## src/rtl/battleship_pkg.sv

```systemverilog
// Shared types, board constants and helpers for the Battleship shot resolver.
package battleship_pkg;

  localparam int unsigned BOARD_N     = 10;
  localparam int unsigned TOTAL_CELLS = 17;

  // 0 water, 1 destroyer, 2 submarine, 3 cruiser, 4 battleship, 5 carrier
  typedef logic [2:0] ship_id_t;

  typedef enum logic [1:0] {StIdle, StScan, StUpdate} state_t;

  // Indexed [y][x]; both axes run 1..BOARD_N.
  localparam ship_id_t SHIP_MAP [1:10][1:10] = '{
    '{3'd5, 3'd5, 3'd5, 3'd5, 3'd5, 3'd0, 3'd0, 3'd0, 3'd0, 3'd0},
    '{3'd0, 3'd0, 3'd0, 3'd0, 3'd0, 3'd0, 3'd0, 3'd0, 3'd0, 3'd0},
    '{3'd0, 3'd0, 3'd0, 3'd0, 3'd0, 3'd0, 3'd0, 3'd0, 3'd0, 3'd4},
    '{3'd0, 3'd0, 3'd0, 3'd0, 3'd0, 3'd0, 3'd0, 3'd0, 3'd0, 3'd4},
    '{3'd0, 3'd0, 3'd0, 3'd0, 3'd0, 3'd1, 3'd0, 3'd0, 3'd0, 3'd4},
    '{3'd0, 3'd0, 3'd0, 3'd0, 3'd0, 3'd1, 3'd0, 3'd0, 3'd0, 3'd4},
    '{3'd0, 3'd0, 3'd0, 3'd0, 3'd0, 3'd0, 3'd0, 3'd0, 3'd0, 3'd0},
    '{3'd0, 3'd3, 3'd3, 3'd3, 3'd0, 3'd0, 3'd0, 3'd0, 3'd0, 3'd0},
    '{3'd0, 3'd0, 3'd0, 3'd0, 3'd0, 3'd0, 3'd0, 3'd0, 3'd0, 3'd0},
    '{3'd0, 3'd0, 3'd0, 3'd0, 3'd0, 3'd0, 3'd2, 3'd2, 3'd2, 3'd0}
  };

  // Flat hit-map bit for an on-board cell, row-major from (1,1).
  function automatic logic [6:0] cell_index(input logic [3:0] cx, input logic [3:0] cy);
    return 7'(({3'b000, cy} - 7'd1) * 7'(BOARD_N) + {3'b000, cx} - 7'd1);
  endfunction

  // Keep only the highest set bit.
  function automatic logic [4:0] top_onehot(input logic [4:0] m);
    logic [4:0] r;
    r = '0;
    for (int i = 0; i < 5; i++) begin
      if (m[i]) r = 5'd1 << i;
    end
    return r;
  endfunction

endpackage

```

## src/rtl/shot_resolver_if.sv

```systemverilog
// Switch/key inputs and display-facing outputs of the shot resolver.
interface shot_resolver_if;
  logic [3:0] x;
  logic [3:0] y;
  logic       big;
  logic [1:0] big_left;
  logic       score_L;
  logic       hit;
  logic       near_miss;
  logic       miss;
  logic       wrong;
  logic [4:0] num_hits;
  logic [3:0] hits_bcd;
  logic [4:0] biggest_ship_hit;
  logic       busy;
  logic       game_over;

  modport master (
    output x, y, big, big_left, score_L,
    input  hit, near_miss, miss, wrong, num_hits, hits_bcd, biggest_ship_hit, busy, game_over
  );

  modport slave (
    input  x, y, big, big_left, score_L,
    output hit, near_miss, miss, wrong, num_hits, hits_bcd, biggest_ship_hit, busy, game_over
  );
endinterface

```

## src/rtl/board_lookup.sv

```systemverilog
// Combinational ship lookup; anything off the board reads as water.
module board_lookup
  import battleship_pkg::*;
(
  input  logic signed [5:0] x,
  input  logic signed [5:0] y,
  output ship_id_t          ship
);

  logic on_board;

  // Bounds check, then table read.
  always_comb begin
    on_board = (x >= 6'sd1) && (x <= $signed(6'(BOARD_N))) &&
               (y >= 6'sd1) && (y <= $signed(6'(BOARD_N)));
    ship = '0;
    if (on_board) ship = SHIP_MAP[y[3:0]][x[3:0]];
  end

endmodule

```

## src/rtl/shot_resolver.sv

```systemverilog
// Fire-key front end, board scan FSM and game state for Battleship.
module shot_resolver
  import battleship_pkg::*;
(
  input logic            clock,
  input logic            reset_L,
  shot_resolver_if.slave bus
);

  state_t       state;
  logic [2:0]   sync;
  logic [3:0]   tx, ty;
  logic         rad;
  logic [2:0]   col, row;
  logic [3:0]   new_hits;
  logic         near;
  logic [4:0]   ship_mask;
  logic [99:0]  hit_map;
  logic         hit, near_miss, miss, wrong, busy;
  logic [4:0]   num_hits, biggest;

  logic              fire, legal, fresh, target;
  logic [2:0]        last;
  logic [1:0]        off;
  logic signed [5:0] cx, cy;
  logic [6:0]        idx;
  logic [5:0]        sum;
  ship_id_t          cell_ship;

  board_lookup u_board_lookup (
    .x    (cx),
    .y    (cy),
    .ship (cell_ship)
  );

  // Fire pulse, request legality and current scan-cell decode.
  always_comb begin
    fire  = sync[2] & ~sync[1];
    legal = (bus.x >= 4'd1) && (bus.x <= 4'(BOARD_N)) &&
            (bus.y >= 4'd1) && (bus.y <= 4'(BOARD_N)) &&
            (bus.big_left != 2'd3) && !(bus.big && (bus.big_left == 2'd0));
    last   = rad ? 3'd4 : 3'd2;
    off    = rad ? 2'd2 : 2'd1;
    cx     = {2'b00, tx} + {3'b000, col} - {4'b0000, off};
    cy     = {2'b00, ty} + {3'b000, row} - {4'b0000, off};
    idx    = cell_index(cx[3:0], cy[3:0]);
    // Only on-board cells can be non-water, so idx is in range whenever fresh matters.
    fresh  = (cell_ship != '0) && !hit_map[idx];
    // The outer ring of the window is the probe ring; everything inside is targeted.
    target = (col != 3'd0) && (col != last) && (row != 3'd0) && (row != last);
    sum    = {1'b0, num_hits} + {2'b00, new_hits};
  end

  // Key synchronizer, scan FSM and registered results.
  always_ff @(posedge clock or negedge reset_L) begin
    if (!reset_L) begin
      state     <= StIdle;
      sync      <= 3'b111;
      tx        <= '0;
      ty        <= '0;
      rad       <= 1'b0;
      col       <= '0;
      row       <= '0;
      new_hits  <= '0;
      near      <= 1'b0;
      ship_mask <= '0;
      hit_map   <= '0;
      hit       <= 1'b0;
      near_miss <= 1'b0;
      miss      <= 1'b0;
      wrong     <= 1'b0;
      busy      <= 1'b0;
      num_hits  <= '0;
      biggest   <= '0;
    end else begin
      sync <= {sync[1:0], bus.score_L};
      unique case (state)
        StIdle: begin
          if (fire) begin
            if (!legal) begin
              wrong     <= 1'b1;
              hit       <= 1'b0;
              near_miss <= 1'b0;
              miss      <= 1'b0;
              biggest   <= '0;
            end else begin
              tx        <= bus.x;
              ty        <= bus.y;
              rad       <= bus.big;
              col       <= '0;
              row       <= '0;
              new_hits  <= '0;
              near      <= 1'b0;
              ship_mask <= '0;
              busy      <= 1'b1;
              wrong     <= 1'b0;
              state     <= StScan;
            end
          end
        end
        StScan: begin
          if (fresh) begin
            if (target) begin
              new_hits     <= new_hits + 4'd1;
              hit_map[idx] <= 1'b1;
              ship_mask    <= ship_mask | (5'd1 << (cell_ship - 3'd1));
            end else begin
              near <= 1'b1;
            end
          end
          if (col == last) begin
            col <= '0;
            if (row == last) state <= StUpdate;
            else             row   <= row + 3'd1;
          end else begin
            col <= col + 3'd1;
          end
        end
        StUpdate: begin
          num_hits  <= (sum > 6'(TOTAL_CELLS)) ? 5'(TOTAL_CELLS) : sum[4:0];
          hit       <= (new_hits != 4'd0);
          near_miss <= (new_hits == 4'd0) && near;
          miss      <= (new_hits == 4'd0) && !near;
          biggest   <= top_onehot(ship_mask);
          busy      <= 1'b0;
          state     <= StIdle;
        end
        default: state <= StIdle;
      endcase
    end
  end

  assign bus.hit              = hit;
  assign bus.near_miss        = near_miss;
  assign bus.miss             = miss;
  assign bus.wrong            = wrong;
  assign bus.num_hits         = num_hits;
  assign bus.hits_bcd         = (num_hits > 5'd9) ? 4'd9 : num_hits[3:0];
  assign bus.biggest_ship_hit = biggest;
  assign bus.busy             = busy;
  assign bus.game_over        = (num_hits == 5'(TOTAL_CELLS));

endmodule

```

## src/flat_wrapper.sv

```systemverilog
// flat-port wrapper written by rule: the top's interface ports become plain ports
module shot_resolver_flat import battleship_pkg::*;
  (clock, reset_L, bus_x, bus_y, bus_big, bus_big_left, bus_score_L, bus_hit, bus_near_miss, bus_miss, bus_wrong, bus_num_hits, bus_hits_bcd, bus_biggest_ship_hit, bus_busy, bus_game_over);
  shot_resolver_if bus_i ();
  input logic clock;
  input logic reset_L;
  input wire logic [$bits(bus_i.x)-1:0] bus_x;
  input wire logic [$bits(bus_i.y)-1:0] bus_y;
  input wire logic [$bits(bus_i.big)-1:0] bus_big;
  input wire logic [$bits(bus_i.big_left)-1:0] bus_big_left;
  input wire logic [$bits(bus_i.score_L)-1:0] bus_score_L;
  output wire logic [$bits(bus_i.hit)-1:0] bus_hit;
  output wire logic [$bits(bus_i.near_miss)-1:0] bus_near_miss;
  output wire logic [$bits(bus_i.miss)-1:0] bus_miss;
  output wire logic [$bits(bus_i.wrong)-1:0] bus_wrong;
  output wire logic [$bits(bus_i.num_hits)-1:0] bus_num_hits;
  output wire logic [$bits(bus_i.hits_bcd)-1:0] bus_hits_bcd;
  output wire logic [$bits(bus_i.biggest_ship_hit)-1:0] bus_biggest_ship_hit;
  output wire logic [$bits(bus_i.busy)-1:0] bus_busy;
  output wire logic [$bits(bus_i.game_over)-1:0] bus_game_over;
  assign bus_i.x = bus_x;
  assign bus_i.y = bus_y;
  assign bus_i.big = bus_big;
  assign bus_i.big_left = bus_big_left;
  assign bus_i.score_L = bus_score_L;
  assign bus_hit = bus_i.hit;
  assign bus_near_miss = bus_i.near_miss;
  assign bus_miss = bus_i.miss;
  assign bus_wrong = bus_i.wrong;
  assign bus_num_hits = bus_i.num_hits;
  assign bus_hits_bcd = bus_i.hits_bcd;
  assign bus_biggest_ship_hit = bus_i.biggest_ship_hit;
  assign bus_busy = bus_i.busy;
  assign bus_game_over = bus_i.game_over;
  shot_resolver u_core (.clock(clock), .reset_L(reset_L), .bus(bus_i));
endmodule
```

## config.mk

```make
export PLATFORM = sky130hd
export DESIGN_NAME = shot_resolver_flat
export DESIGN_NICKNAME = d
export VERILOG_FILES = /design/src/rtl/battleship_pkg.sv /design/src/rtl/shot_resolver_if.sv /design/src/rtl/board_lookup.sv /design/src/rtl/shot_resolver.sv /design/src/flat_wrapper.sv
export SDC_FILE = /design/constraint.sdc
export NUM_CORES = 1
export LEC_CHECK = 0
export BUFFER_PORTS_ARGS = -buffer_cell sky130_fd_sc_hd__buf_4
export CORE_ASPECT_RATIO = 0.7
export CORE_UTILIZATION = 30
export DETAILED_ROUTE_END_ITERATION = 6
export HOLD_SLACK_MARGIN = 0.03
export PLACE_DENSITY = 0.49
export SYNTH_ARGS = -nofsm -noshare
export SYNTH_HDL_FRONTEND = slang
export SYNTH_SLANG_ARGS = --single-unit
```

## constraint.sdc

```tcl
create_clock -name clock -period 13 [get_ports clock]
set_input_delay 0.65 -clock clock [delete_from_list [all_inputs] [get_ports clock]]
set_output_delay 0.65 -clock clock [all_outputs]
set_load 0.05 [all_outputs]
```

==> impl_metrics.env <==
export IMPL_drc=0
export IMPL_cp_num_buf_inv=2
export IMPL_reg2regPathDepth=20
export IMPL_relSlewSlack_pct=39.6
export IMPL_initial_core_util_pct=30.5
export IMPL_postSynthAreaPerCell_sq_um=10.6
export IMPL_cts_buffers=17
export IMPL_grt_max_degree=92
export IMPL_status="completed"
export IMPL_synth_edf_count=0
export IMPL_layout_commonest_cell="dfrtp_1"
export IMPL_drtAntennaViolNets=0
export IMPL_maxCapViolCount=0
export IMPL_layout_common_cells="dfrtp_1, a21o_1, nand2_1, nor2_1, buf_4"
export IMPL_period_share_pct=54.9
export IMPL_worst_slew_pin_slew_ps=905
export IMPL_arrival_ps=7510
export IMPL_synth_nets=829
export IMPL_worst_slack_ps=5860
export IMPL_cp_startpoint="u_core.row[0]"
export IMPL_post_dp_cell_area_sq_um=8730
export IMPL_path_max_fanout=20
export IMPL_grt_overflow_total=0
export IMPL_wl_per_cell_um=17.9
export IMPL_setup_viol=0
export IMPL_cpMaxStageDelayCell="a21oi_2"
export IMPL_drt_iter0_drc=476
export IMPL_dp_slack_ps=5940
export IMPL_antenna_found_initial=0
export IMPL_ctsHoldBuffers=0
export IMPL_yosysWarnings=0
export IMPL_post_cts_repair_setup_buffers=0
export IMPL_finalCriticalPeriod_ps=7140
export IMPL_die_area_sq_um=27900
export IMPL_cp_endpoint="u_core.hit_map[24]"
export IMPL_final_cell_area_sq_um=9320
export IMPL_r2r_slack_ps=5860
export IMPL_fmax_mhz=140
export IMPL_ctsResizeCount=0
export IMPL_path_class="reg2reg"
export IMPL_finalMaxSlewViolations=0
export IMPL_drt_wl_total_um=21000
export IMPL_cts_tree="built"
export IMPL_clock_path_buffers=2
export IMPL_numPortBuffers=33
export IMPL_hold_violations=0
export IMPL_core_area_sq_um=26700
export IMPL_r2r_end="u_core.hit_map[24]"
export IMPL_cp_depth=20
export IMPL_num_io_pins=34
export IMPL_cts_sinks=145
export IMPL_nNetsFinal=856
export IMPL_cpMostUsedCell="ha_1"
export IMPL_synthFlopType="dfrtp_1"
export IMPL_critical_path_top_delay_family="adder cells"
export IMPL_syn_area_sq_um=8160
export IMPL_ys_ff_latch=145
export IMPL_n_antenna_cell=0
export IMPL_path_cells="ha_1 > fa_1 > inv_1 > fa_1 > xor3_1 > nor2_1 > nand2_1 > xnor2_1 > ha_1 > ha_1 > fa_1 > inv_1 > ha_1 > xor2_1 > o31ai_1 > o22ai_1 > nand3b_1 > a21oi_2 > and4_1 > a21o_1"
export IMPL_worstSetupStartpointType="flip-flop"
export IMPL_ys_seq_area_share_pct=44.5
export IMPL_gp_congestion=0.806
export IMPL_max_stage_delay_ps=750
export IMPL_hold_ws_ps=305
export IMPL_setup_tns_final_ps=0
export IMPL_required_ps=13360
export IMPL_netlist_instances=771
export IMPL_n_fill_cell=2710
export IMPL_drive_gt1_share_pct=14.5
export IMPL_clk_latency_ps=430
export IMPL_synth_async_reset_ratio_pct=100
export IMPL_cp_end_kind="flip-flop"
export IMPL_num_rows=50
export IMPL_grt_pass1_vias=5991
export IMPL_rsz0062_at_grt="false"
export IMPL_reg2reg_from="u_core.row[0]"
export IMPL_ys_types=73
export IMPL_dr_pass1_iters=4
export IMPL_die_h_um=140
export IMPL_fp_dieW_um=199
export IMPL_via_per_inst=5.07
export IMPL_cts_max_level=4
export IMPL_hold_class="in2async"
export IMPL_clk_pin_slew_ps=70
export IMPL_hpwlAfterDp_um=14300
export IMPL_grt_pass1_wl_um=34800
export IMPL_root_buffer="clkbuf_16"
export IMPL_skew_ps=12.8
export IMPL_vias=5954
export IMPL_grt_usage_pct=16.1
export IMPL_area_delta_synth_final_pct=14.2
## state kept, by name, summed over array words and instances, names as in the netlist
signal                       flops
u_core.ty                        4
u_core.near                      1
u_core.new_hits                  4
u_core.tx                        4
u_core.bus.busy                  1
u_core.bus.hit                   1
u_core.bus.biggest_ship_hit      5
u_core.col                       3
u_core.ship_mask                 5
u_core.state                     2
u_core.bus.num_hits              5
u_core.row                       3
u_core.sync                      3
u_core.hit_map                 100
u_core.rad                       1
u_core.bus.wrong                 1
u_core.bus.miss                  1
u_core.bus.near_miss             1
## logic make-up after synthesis
logic type	synth area share, %
AO/OA/AOI/OAI	22.2
multiplexers	4.88
buffers and inverters	4.31
AND/OR/NAND/NOR	13.6
adder cells (fa/ha/maj)	7.39
flip-flops	44.5
XOR/XNOR	3.19
## layer usage
metal / global-route usage (%) / part of all wire (%)
met1: 26.0 / 55
met2: 21.1 / 39
met3: 3.18 / 4.5
met4: 4.62 / 1.1
met5: 0 / 0
## how the worst min path moves through the flow
| stage | start | end | slack, ps |
|---|---|---|---|
| global placement | u_core.sync[0] | u_core.sync[1] | 350 |
| CTS | bus_score_L | u_core.sync[0] | 320 |
| finish | reset_L | u_core.bus.num_hits[1] | 300 |
| global route | bus_score_L | u_core.sync[0] | 320 |
| detailed placement | u_core.sync[0] | u_core.sync[1] | 350 |
| floorplan | reset_L | u_core.bus.biggest_ship_hit[0] | 350 |
## worst reg2reg max path, stage by stage (launching register included)
cell and delay, ps:
dfrtp_1 450, ha_1 270, fa_1 520, inv_1 60
fa_1 520, xor3_1 540, nor2_1 290, nand2_1 120
xnor2_1 140, ha_1 290, ha_1 210, fa_1 520
inv_1 50, ha_1 320, xor2_1 510, o31ai_1 220
o22ai_1 200, nand3b_1 150, a21oi_2 750, and4_1 750
a21o_1 210
## Yosys cell counts (4+ instances only)
library cell / instances / area (sq um)
mux4_2: 6 / 135
and4_4: 6 / 67.6
buf_2: 5 / 25.0
ha_1: 37 / 463
nor4_1: 5 / 31.3
xnor3_1: 4 / 90.1
clkbuf_1: 14 / 52.6
a221oi_1: 9 / 78.8
nor2_1: 53 / 199
nor2b_1: 11 / 68.8
buf_6: 10 / 113
and2_1: 4 / 25.0
o21ai_0: 21 / 105
mux2i_1: 15 / 150
inv_1: 39 / 146
o221ai_1: 5 / 43.8
a211oi_1: 4 / 30.0
a22oi_1: 7 / 52.6
dfrtp_1: 142 / 3550
or3b_2: 4 / 35.0
mux2_2: 10 / 113
a21oi_1: 24 / 120
xnor2_1: 8 / 70.1
nand3_1: 10 / 50.1
a21o_1: 97 / 728
nor3_1: 9 / 45.0
o22ai_1: 4 / 25.0
fa_1: 7 / 140
and3_1: 4 / 25.0
nand3b_1: 4 / 30.0
buf_1: 4 / 15.0
o21bai_1: 10 / 75.1
o31ai_1: 5 / 37.5
nand2_1: 79 / 297
xor2_1: 6 / 52.6
nor3b_1: 4 / 30.0
a22o_1: 13 / 114
nand2b_1: 12 / 75.1
## layout make-up
type | count | area [sq um] | share of cell area (%)
timing repair buffer | 41 | 312 | 3.34
clock buffer | 19 | 443 | 4.75
inverter | 39 | 146 | 1.57
multi-input combinational | 554 | 4180 | 44.9
clock inverter | 13 | 149 | 1.60
tap | 364 | 455 | 4.89
sequential | 145 | 3630 | 39.0
## per-stage QoR
| step | util (%) | cells |
|---|---|---|
| 3_3_place_gp | 32.7 | 1143 |
| 4_1_cts | 34.9 | 1175 |
| 5_1_grt | 34.9 | 1175 |
| 3_5_place_dp | 32.7 | 1143 |
| 6_report | 34.9 | 1175 |
| 2_1_floorplan | - | 771 |
Power is left out: the tool's default activity adds up to more than one toggle a clock period on the data nets, which glitch-free logic cannot reach.
